===== src/rtl/div_unit.sv =====
// Iterative radix-2 restoring divider for RV32M DIV/DIVU/REM/REMU.
// One quotient bit per cycle; divide-by-zero and signed overflow complete on a fast path.
module div_unit #(
  parameter int unsigned WIDTH = 32
) (
  input  logic             clk,
  input  logic             reset,
  input  logic             start_i,
  input  logic [4:0]       op_i,
  input  logic [WIDTH-1:0] operand_a,
  input  logic [WIDTH-1:0] operand_b,
  input  logic             flush_i,
  output logic             busy_o,
  output logic             valid_o,
  output logic [WIDTH-1:0] result_o
);

  localparam int unsigned CNT_W   = (WIDTH > 2) ? $clog2(WIDTH) : 1;
  localparam logic [4:0]  OP_DIV  = 5'd16;
  localparam logic [4:0]  OP_DIVU = 5'd17;
  localparam logic [4:0]  OP_REM  = 5'd18;
  localparam logic [4:0]  OP_REMU = 5'd19;

  typedef enum logic [1:0] {IDLE, CALC, FIX, DONE} state_t;

  state_t           state;
  logic [CNT_W-1:0] cnt;
  logic [WIDTH-1:0] dvd_q;
  logic [WIDTH-1:0] dvs_q;
  logic [WIDTH-1:0] quo_q;
  logic [WIDTH-1:0] rem_q;
  logic             neg_q;
  logic             neg_r;
  logic             is_rem;

  logic             is_div_op;
  logic             op_signed;
  logic             op_rem;
  logic             sign_a;
  logic             sign_b;
  logic [WIDTH-1:0] abs_a;
  logic [WIDTH-1:0] abs_b;
  logic             div_zero;
  logic             overflow;
  logic [WIDTH-1:0] q_spec;
  logic [WIDTH-1:0] r_spec;
  logic [WIDTH-1:0] rem_shift;
  logic [WIDTH:0]   diff;
  logic             q_bit;
  logic [WIDTH-1:0] q_fix;
  logic [WIDTH-1:0] r_fix;

  // Operand decode, magnitude conversion and fast-path detection
  always_comb begin
    is_div_op = (op_i == OP_DIV) || (op_i == OP_DIVU) || (op_i == OP_REM) || (op_i == OP_REMU);
    op_signed = (op_i == OP_DIV) || (op_i == OP_REM);
    op_rem    = (op_i == OP_REM) || (op_i == OP_REMU);
    sign_a    = op_signed & operand_a[WIDTH-1];
    sign_b    = op_signed & operand_b[WIDTH-1];
    abs_a     = sign_a ? (-operand_a) : operand_a;
    abs_b     = sign_b ? (-operand_b) : operand_b;
    div_zero  = (operand_b == '0);
    overflow  = op_signed && (operand_a == {1'b1, {(WIDTH-1){1'b0}}}) && (operand_b == '1);
    q_spec    = div_zero ? '1 : {1'b1, {(WIDTH-1){1'b0}}};
    r_spec    = div_zero ? operand_a : '0;
  end

  // Restoring step: the partial remainder never has its msb set before the shift,
  // so the W-bit shifted value is exact; the trial subtract carries one guard bit.
  always_comb begin
    rem_shift = {rem_q[WIDTH-2:0], dvd_q[WIDTH-1]};
    diff      = {1'b0, rem_shift} - {1'b0, dvs_q};
    q_bit     = ~diff[WIDTH];
    q_fix     = neg_q ? (-quo_q) : quo_q;
    r_fix     = neg_r ? (-rem_q) : rem_q;
  end

  always_ff @(posedge clk) begin
    if (!reset) begin
      state    <= IDLE;
      cnt      <= '0;
      dvd_q    <= '0;
      dvs_q    <= '0;
      quo_q    <= '0;
      rem_q    <= '0;
      neg_q    <= 1'b0;
      neg_r    <= 1'b0;
      is_rem   <= 1'b0;
      busy_o   <= 1'b0;
      valid_o  <= 1'b0;
      result_o <= '0;
    end else begin
      valid_o <= 1'b0;
      case (state)
        IDLE: begin
          if (start_i && is_div_op && !flush_i) begin
            is_rem <= op_rem;
            neg_q  <= sign_a ^ sign_b;
            neg_r  <= sign_a;
            busy_o <= 1'b1;
            if (div_zero || overflow) begin
              result_o <= op_rem ? r_spec : q_spec;
              valid_o  <= 1'b1;
              state    <= DONE;
            end else begin
              dvd_q <= abs_a;
              dvs_q <= abs_b;
              quo_q <= '0;
              rem_q <= '0;
              cnt   <= CNT_W'(WIDTH - 1);
              state <= CALC;
            end
          end
        end
        CALC: begin
          if (flush_i) begin
            state  <= IDLE;
            busy_o <= 1'b0;
          end else begin
            dvd_q <= {dvd_q[WIDTH-2:0], 1'b0};
            quo_q <= {quo_q[WIDTH-2:0], q_bit};
            rem_q <= q_bit ? diff[WIDTH-1:0] : rem_shift;
            if (cnt == '0) state <= FIX;
            else           cnt   <= cnt - CNT_W'(1);
          end
        end
        FIX: begin
          if (flush_i) begin
            state  <= IDLE;
            busy_o <= 1'b0;
          end else begin
            result_o <= is_rem ? r_fix : q_fix;
            valid_o  <= 1'b1;
            state    <= DONE;
          end
        end
        DONE: begin
          state  <= IDLE;
          busy_o <= 1'b0;
        end
        default: begin
          state  <= IDLE;
          busy_o <= 1'b0;
        end
      endcase
    end
  end

endmodule


===== config.mk =====
export PLATFORM = sky130hd
export DESIGN_NAME = div_unit
export DESIGN_NICKNAME = d
export VERILOG_FILES = /design/src/rtl/div_unit.sv
export SDC_FILE = /design/constraint.sdc
export NUM_CORES = 1
export LEC_CHECK = 0
export BUFFER_PORTS_ARGS = -buffer_cell sky130_fd_sc_hd__buf_2
export CAP_MARGIN = 10
export CORE_MARGIN = 1.5
export CORE_UTILIZATION = 55
export DETAILED_ROUTE_END_ITERATION = 6
export GPL_TIMING_DRIVEN = 0
export PLACE_DENSITY = 0.77
export SKIP_CTS_REPAIR_TIMING = 1
export SYNTH_ARGS = -nofsm -noshare
export SYNTH_HDL_FRONTEND = slang
export SYNTH_SLANG_ARGS = --single-unit

===== constraint.sdc =====
create_clock -name clk -period 2.8 [get_ports clk]
set_clock_uncertainty 0.2 [all_clocks]
set_input_delay 0.14 -clock clk [delete_from_list [all_inputs] [get_ports clk]]
set_output_delay 0.14 -clock clk [all_outputs]
set_load 0.005 [all_outputs]

==> reports/qor.log <==
INFO  timing         setup_tns=-3.97ns
INFO  setup_path     worst_ep_required_time=2.98ns
INFO  timing         fin_hold_ws=-0.0417ns
INFO  run_status     failed_checks=hold timing, setup timing
INFO  setup_path     crit-reg2reg-capture=rem_q[20]
INFO  die            die-height=148um
INFO  clock_network  htree_levels=4
INFO  global_routing vias_in_the_first_global_route=11100
INFO  global_routing met2_routing_resource_usage_after_global_routing=54.6%
INFO  setup_path     critPathMaxStageDelay=0.57ns
INFO  synth          yosysTopAreaCellShare=29.9%
INFO  timing         max-slew-margin-rel=39.9%
INFO  cells_and_area finish.net_count=1838
INFO  setup_path     rr_worst_depth=10
INFO  global_routing grt_start_max_net_pins=17
INFO  placed_design  port_buffers=105
INFO  setup_path     worst-path-max-fanout=6
INFO  global_routing groute.usage.overall=34.3%
INFO  clock_network  tritoncts=done
INFO  timing         finalHoldViolations=13
INFO  global_routing grt_pass1_wl=58800um
INFO  setup_path     setup.reg_to_reg.worst_slack=-0.16ns
INFO  setup_path     crit_path_cell_trace=ha_4, or3_4, a2111oi_4, nor3_2, nand4_1, a21oi_4, nor4b_4, buf_4, a22oi_1, o21ai_1
INFO  synth          postSynthRegisterBits=172
INFO  pwr            powerDensity=545mW/mm^2
INFO  setup_path     worst_path_dominant_cell_family=simple AND/OR/NAND/NOR gates
INFO  pwr            p_leak=0.00554uW
INFO  clock_network  clk_pin_slew=0.07ns
INFO  global_routing grt_use_met3=6.27%
INFO  placed_design  routabilityCongestion=0.966
INFO  drt            remaining_number_of_nets_flagged_by_the_antenna_check_after_routing=0
INFO  pwr            power.share.clock=31.8%
INFO  drt            detailedRoute.firstPassIterationCount=6
INFO  timing         grt_setup_unrepaired=yes
INFO  clock_network  clock_sinks=172
INFO  drt            routed_wl_per_cell=20.6um
INFO  timing         final.setup.worst_slack=-0.162ns
INFO  die            io-pin-count=107
INFO  die            coreArea=0.0204sqmm
INFO  synth          warnings_synthesis=0
INFO  synth          synth.yosys.seq_area_share=29.9%
INFO  pwr            p_int=5040uW
INFO  global_routing antenna_found_initial=0
INFO  die            initial_core_util=56.5%
INFO  clock_network  max-clock-path-buffers=2
INFO  timing         timing_worst_slew_pin_value=0.889ns
INFO  pwr            switchingPower=2950uW
INFO  placed_design  place_area=0.0124sqmm
INFO  timing         max_freq=0.338GHz
INFO  setup_path     cp_data_arrival_time=3.14ns
INFO  synth          synth_top_area_cell=dfxtp_1
INFO  pwr            peakVddDrop=0.000393V
INFO  timing         setup_viol=36
INFO  timing         fin_crit_sh=106%
INFO  cells_and_area final_design_area_no_fill=0.0147sqmm
INFO  pwr            power.sequential.fraction=33.1%
INFO  flow_run       drv_cap=0
INFO  hold_path      hold_path_startpoint=operand_a[6]
INFO  setup_path     criticalPathCategory=reg -> reg
INFO  synth          synthCells=1521
INFO  die            dieWidth=148um
INFO  clock_network  root_buffer=clkbuf_16
INFO  hold_path      hold_class=in -> reg
INFO  synth          synth_ff_type=dfxtp_1
INFO  cells_and_area antennaDiodeCount=0
INFO  synth          syn_area_per_cell=7.57squm
INFO  setup_path     worst_path_max_delay_cell=nor4b_4
INFO  clock_network  cts-buffers-inserted=17
INFO  global_routing global_route.peak_usage_layer=met2
INFO  synth          area_of_the_mapped_netlist=0.0115sqmm
INFO  setup_path     worst_setup_path_start_kind=register
INFO  placed_design  post-dp-hpwl=28600um
INFO  global_routing groute.layer.met1.usage=44.4%
INFO  drt            wirelength=41200um
INFO  timing         report.final.slew_viol_count=0
INFO  synth          synth-edff-count=0
INFO  cells_and_area syn2layout_area_growth=27.3%
INFO  die            floorplan.die_area=0.0218sqmm
INFO  clock_network  later_pin_clock_latency_in_the_skew_report=0.45ns
INFO  hold_path      number_of_cells_on_the_worst_hold_path=4
INFO  setup_path     critical_path.startpoint=rem_q[5]
INFO  setup_path     cp_num_buf_inv=1
INFO  setup_path     regToRegStartpoint=rem_q[5]
INFO  drt            drt_iter0_markers=1293
INFO  die            placement_rows=52
INFO  synth          mappedNetlistNets=1638
INFO  hold_path      worstHoldEndpoint=result_o[6]
INFO  synth          yosys-top-cells-area=dfxtp_1, xnor2_1, xor2_1
INFO  cells_and_area final_core_util=72.0%
INFO  run_status     status=complete, but fails checks
INFO  global_routing total_congestion_overflow=0
INFO  cells_and_area fillCellCount=1607
INFO  timing         final_critical_path_time_including_i_o_delays_and_setup=2.96ns
INFO  cells_and_area layout-drive-gt1-share=20.5%
INFO  drt            drcViolationCount=0
INFO  setup_path     worst_setup_path_end_kind=register
INFO  synth          synth_cell_type_count=67
INFO  synth          postSynth.asyncResetShare=0%
INFO  pwr            comb_power_share=35.1%
INFO  drt            vias_per_cell=6.43
INFO  pwr            power.switching_fraction=36.9%
INFO  drt            vias=12900
metal layers:
metal	share of wire (%)	wire length [um]
met1	39	16200
met2	47	19200
met3	9.1	3750
met4	4.9	2010
met5	0	0
sequential cells by signal (all words and copies together), names as in the netlist:
signal    count
rem_q        32
busy_o        1
dvd_q        32
state         2
valid_o       1
dvs_q        32
neg_r         1
result_o     32
is_rem        1
neg_q         1
cnt           5
quo_q        32
tightest hold or removal path, delay by kind of cell:
family                 cells  cell delay (ns)
AOI/OAI and AO/OA          1             0.15
buffers and inverters      1             0.13
and+or+nand+nor            2             0.14
cell usage in the layout, fill, tap and decap left out, drive strengths merged, types with 4 or more instances in the layout:
cell	instances
buf	174
dfxtp	172
nor2	162
nand2	150
o21ai	124
a21oi	121
clkbuf	84
xnor2	75
xor2	71
a22oi	66
inv	65
ha	43
dlygate4sd3	40
nor3	40
a211oi	37
o31ai	29
or3	20
nor4	20
nand4	17
a22o	17
nand3	17
or4	17
o211ai	16
o22ai	16
nand2b	14
o41ai	13
a21o	12
a31oi	12
o21a	9
and2	8
mux2i	7
o311a	6
nor2b	6
nor4b	5
or2	5
and3	4
a21boi	4
o2bb2ai	4
metrics by stage:
step | power, uW | cells | worst slack [ns]
3_3_place_gp | 5000 | 1896 | -1.10
5_1_grt | 8300 | 2004 | -0.264
4_1_cts | 7510 | 1928 | -0.766
3_5_place_dp | 5020 | 1896 | -1.12
6_report | 7990 | 2004 | -0.162
2_1_floorplan | 4320 | 1521 | -0.253
cell type report:
type | count | area (sq um) | area share, %
Inverter | 58 | 220 | 1.50
Multi-Input combinational cell | 1194 | 8230 | 56.1
Buffer | 90 | 473 | 3.23
Tap cell | 270 | 338 | 2.31
Sequential cell | 172 | 3500 | 23.9
Clock inverter | 12 | 148 | 1.01
Timing Repair Buffer | 188 | 1290 | 8.78
Clock buffer | 20 | 467 | 3.18
worst max-delay path by stage:
| stage | to | slack (ns) | depth (start not counted) |
|---|---|---|---|
| after floorplan | rem_q[31] | -0.25 | 8 |
| after global placement | rem_q[14] | -1.10 | 11 |
| after detailed placement | rem_q[19] | -1.12 | 11 |
| after CTS | rem_q[14] | -0.77 | 11 |
| after global routing | rem_q[20] | -0.26 | 11 |
| final | rem_q[20] | -0.16 | 10 |
power groups by stage:
stage | Sequential [uW] | Combinational [uW] | Clock, uW
6_report | 2640 | 2810 | 2540
5_1_grt | 2650 | 3020 | 2630
4_1_cts | 2640 | 2340 | 2530
3_5_place_dp | 2690 | 2330 | 0
3_3_place_gp | 2690 | 2310 | 0
2_1_floorplan | 2660 | 1660 | 0
Yosys cell counts (7+ instances only):
cell type / number
clkbuf_1: 79
xnor2_1: 75
nor2_1: 161
o22ai_1: 16
nand2b_1: 14
o31ai_1: 29
a22o_1: 17
or4_1: 15
xor2_1: 71
a31oi_1: 12
a21o_1: 12
nor4_1: 19
nand4_1: 17
a21oi_1: 121
nand2_1: 150
nand3_1: 17
inv_1: 58
a211oi_1: 37
o21ai_0: 123
o21a_1: 9
and2_1: 8
nor3_1: 40
buf_2: 15
mux2i_1: 7
ha_1: 43
o211ai_1: 15
or3_1: 20
o41ai_1: 13
a22oi_1: 66
dfxtp_1: 172
kinds of logic after synthesis:
| family | synth area share, % |
|---|---|
| AOI/OAI and AO/OA | 27.8 |
| and+or+nand+nor | 20.5 |
| DFF | 29.9 |
| buffers and inverters | 5.25 |
| xor gates and xnor gates | 11.1 |
| adders and majority gates | 4.85 |
| muxes | 0.609 |
Note: power is estimated with default switching activity, not from simulation.
